### src/rtl/countdown_sequencer.sv
// Loadable down counter with a start/done handshake for the multi-cycle ALU control.
// Optional auto-reload restarts from the last loaded value when done is acknowledged.
module countdown_sequencer #(
  parameter int WIDTH       = 3,
  parameter int AUTO_RELOAD = 0
) (
  input  logic             clk,
  input  logic             resetn,
  input  logic             load,
  input  logic [WIDTH-1:0] load_value,
  input  logic             count_down,
  input  logic             abort,
  input  logic             ack,
  output logic [WIDTH-1:0] count,
  output logic             busy,
  output logic             done,
  output logic             zero
);

  typedef enum logic [1:0] {
    IDLE = 2'b00,
    RUN  = 2'b01,
    DONE = 2'b10
  } state_t;

  localparam logic [WIDTH-1:0] ZERO = '0;
  localparam logic [WIDTH-1:0] ONE  = WIDTH'(1);

  state_t           state_reg, state_next;
  logic [WIDTH-1:0] count_reg, count_next;
  logic [WIDTH-1:0] reload_reg, reload_next;

  always_ff @(posedge clk or negedge resetn) begin
    if (!resetn) begin
      state_reg  <= IDLE;
      count_reg  <= ZERO;
      reload_reg <= ZERO;
    end else begin
      state_reg  <= state_next;
      count_reg  <= count_next;
      reload_reg <= reload_next;
    end
  end

  always_comb begin
    state_next  = state_reg;
    count_next  = count_reg;
    reload_next = reload_reg;

    if (abort) begin
      state_next = IDLE;
      count_next = ZERO;
    end else begin
      case (state_reg)
        IDLE: begin
          if (load) begin
            count_next  = load_value;
            reload_next = load_value;
            state_next  = (load_value != ZERO) ? RUN : DONE;
          end
        end
        RUN: begin
          if (count_down) begin
            // Saturate at the final step so the counter can never wrap.
            if (count_reg <= ONE) begin
              count_next = ZERO;
              state_next = DONE;
            end else begin
              count_next = count_reg - ONE;
            end
          end
        end
        DONE: begin
          if (load) begin
            count_next  = load_value;
            reload_next = load_value;
            state_next  = (load_value != ZERO) ? RUN : DONE;
          end else if (ack) begin
            if (AUTO_RELOAD != 0) begin
              count_next = reload_reg;
              state_next = (reload_reg != ZERO) ? RUN : DONE;
            end else begin
              count_next = ZERO;
              state_next = IDLE;
            end
          end
        end
        default: begin
          state_next = IDLE;
          count_next = ZERO;
        end
      endcase
    end
  end

  assign count = count_reg;
  assign busy  = (state_reg == RUN);
  assign done  = (state_reg == DONE);
  assign zero  = (count_reg == ZERO);

endmodule

### config.mk
export PLATFORM = sky130hd
export DESIGN_NAME = countdown_sequencer
export DESIGN_NICKNAME = d
export VERILOG_FILES = /design/src/rtl/countdown_sequencer.sv
export SDC_FILE = /design/constraint.sdc
export NUM_CORES = 1
export LEC_CHECK = 0
export CAP_MARGIN = 5
export CORE_AREA = 4 4 41 43
export CTS_CLUSTER_SIZE = 14
export DETAILED_ROUTE_END_ITERATION = 8
export DIE_AREA = 0 0 45 47
export MAX_ROUTING_LAYER = met4
export SLEW_MARGIN = 20
export SYNTH_ARGS = -nofsm -noshare
export SYNTH_HDL_FRONTEND = slang
export SYNTH_SLANG_ARGS = --single-unit
### constraint.sdc
create_clock -name clk -period 2.1 [get_ports clk]
set_input_delay 0.42 -clock clk [delete_from_list [all_inputs] [get_ports clk]]
set_output_delay 0.42 -clock clk [all_outputs]
set_load 0.05 [all_outputs]
==> flow_metrics.py, run 1 <==
metrics = {
    "run_status": {
        "status": "finished, final reports clean",
    },
    "clock_tree": {
        "post_cts_resized": 0,
        "worstSkewPairLatency_ps": 240,
        "post_cts.repair.setup_buffers": 0,
        "numCtsBuffers": 3,
        "cts_tree": "built",
        "cts_root_buffer": "clkbuf_4",
        "clk_path_buf_depth": 2,
        "htreeDepth": 1,
        "ctsHoldBuffers": 0,
        "cts.sinks": 5,
        "clk_pin_slew_ps": 50,
    },
    "placed_design": {
        "portBuffers": 14,
        "post-dp-hpwl_microns": 794.5,
        "gp_congestion": 0.7941,
    },
    "sta": {
        "rsz0062_at_grt": "no",
        "worst_pin_slew_ps": 496.0,
        "relSlewSlack": 0.6683,
        "setup_violations": 0,
        "fin_hold_ws_ps": 397.3,
        "clock_skew_ps": 3.793,
        "slew_violations": 0,
        "tns_ps": 0,
        "timing.final.hold_violations": 0,
        "period_share": 0.9094,
        "fmaxAchievable_mhz": 523.6,
        "fin_crit_ps": 1910,
    },
    "global_route": {
        "grt_max_degree": 11,
        "grt_pass1_vias": 413,
        "grtUsageTotal": 0.1123,
        "grt_pass1_wl_microns": 1676,
        "antenna_found_initial": 0,
        "grt-ovfl-total": 0,
    },
    "critical_path": {
        "cp-startpoint": "count[0]$_DFFE_PN0P_",
        "crit_path_cell_trace": "clkdlybuf4s50_1",
        "arrival_ps": 1490,
        "path_buf_inv": 1,
        "slowest_stage": "clkdlybuf4s50_1",
        "cpPeakStageDelay_ps": 830,
        "path_max_fanout": 5,
        "critPathKind": "reg2out",
        "crit_family": "buffers and inverters",
        "end_kind": "primary output",
        "required_ps": 1680,
        "r2r_start": "count[1]$_DFFE_PN0P_",
        "critPathLaunchType": "register",
    },
    "pwr": {
        "power_mw": 0.4613,
        "irDropWorstVdd_mv": 0.2192,
        "power_leakage_nw": 0.2691,
        "power_density_nw_per_um2": 741.9,
    },
    "detailed_routing": {
        "vias": 406,
        "wl_per_cell_microns": 12.43,
        "drt-initial-drc-count": 4,
        "vias_per_cell": 5.075,
        "drc": 0,
        "wirelength_microns": 994,
        "postRouteAntennaNets": 0,
        "dr.pass1.iters": 4,
    },
    "floorplanning": {
        "io_pins": 15,
        "die_x_microns": 45,
        "core_area_sq_um": 1301,
        "dieHeight_microns": 47,
        "start_util": 0.3385,
        "row_count": 13,
        "dieArea_sq_um": 2115,
    },
    "synthesis": {
        "synthesis.nets": 60,
        "syn_inst": 48,
        "post_synth_num_cell_types": 29,
        "syn_area_per_cell_sq_um": 9.175,
        "yosysWarnings": 0,
        "async_reset_ff_frac": 1.000,
        "seq_area_frac_synth": 0.2841,
        "synth_edf_count": 0,
        "syn_area_sq_um": 440.4,
        "synth-seq-cells": 5,
        "synth_top_flop_cell": "dfrtp_1",
    },
    "cells_and_area": {
        "utilization": 0.4779,
        "largest_reg_flops": 3,
        "syn2layout_area_growth_pct": 41.19,
        "mostFrequentLayoutCell": "clkdlybuf4s50_1",
        "layout_common_cells": "clkdlybuf4s50_1 (11), inv_1 (5), dfrtp_1 (5)",
        "diodes": 0,
        "drive_gt1_frac": 0.1846,
        "fillers": 144,
        "final_nets": 78,
    },
    "min_path": {
        "hold_path_class": "in2async",
    },
    "run": {
        "maxCapViolCount": 0,
    },
}
final timing paths:
| path | cells after the start | end | slack, ps |
|---|---|---|---|
| worst max register to register | 6 | state_reg[1]$_DFFE_PN0P_ | 480 |
| min in group clk | 2 | count[1]$_DFFE_PN0P_ | 550 |
| worst max-delay path | 1 | count[0] | 190 |
| max in group asynchronous | 1 | state_reg[0]$_DFFE_PN0P_ | 1510 |
| worst min register to register | 2 | count[1]$_DFFE_PN0P_ | 550 |
| worst min-delay path | 1 | count[2]$_DFFE_PN0P_ | 400 |
synth_stat cells, types with 2 or more instances:
library cell | count | share of area
dfrtp_1 | 5 | 0.28
a21oi_1 | 4 | 0.045
nor3_1 | 2 | 0.023
o21ai_0 | 2 | 0.023
a22oi_1 | 2 | 0.034
o21ai_1 | 2 | 0.023
inv_1 | 5 | 0.043
ha_1 | 3 | 0.085
nand2_1 | 2 | 0.017
a211oi_1 | 2 | 0.034
per-layer routing:
metal | vias up | track usage | routed length [microns]
met2 | 8 | 0.1638 | 466
met1 | 185 | 0.1382 | 487
met5 | - | - | 0
li1 | 213 | - | -
met4 | 0 | 0.07018 | 0
met3 | 0 | 0.02682 | 40
power by group:
group	total, mW	internal [mW]	switching, mW
clock	0.110	0.0718	0.0387
sequential	0.130	0.108	0.0222
combinational	0.221	0.0969	0.124
cell families after synthesis:
family	count (synthesis)	share of synthesized area
adder cells (fa/ha/maj)	3	0.08524
buffers and inverters	7	0.07954
multiplexers	1	0.03408
AO/OA/AOI/OAI	19	0.3097
flip-flops	5	0.2841
AND/OR/NAND/NOR	13	0.2074
metrics by stage:
step	worst slack (ps)	std cells	area, sq um
after CTS	175.3	80	621.8
final	190.2	80	621.8
after global placement	258.1	76	595.6
after detailed placement	255.0	76	595.6
after global routing	144.9	80	621.8
after floorplan	75.07	48	440.4
final cells by class:
| class | instances | area [sq um] | share of cell area |
|---|---|---|---|
| well taps | 15 | 18.77 | 0.03018 |
| inverters | 5 | 18.77 | 0.03018 |
| clock buffers | 4 | 26.28 | 0.04225 |
| repair buffers | 15 | 152.6 | 0.2455 |
| multi-input cells | 36 | 280.3 | 0.4507 |
| flip-flops and latches | 5 | 125.1 | 0.2012 |
(Power assumes the default switching activity.)
==> run 2: changes to the inputs <==
CAP_MARGIN = unset   (was 5)
==> results of run 2 <==
Final layout, timing and power as in run 1 (identical DEF).
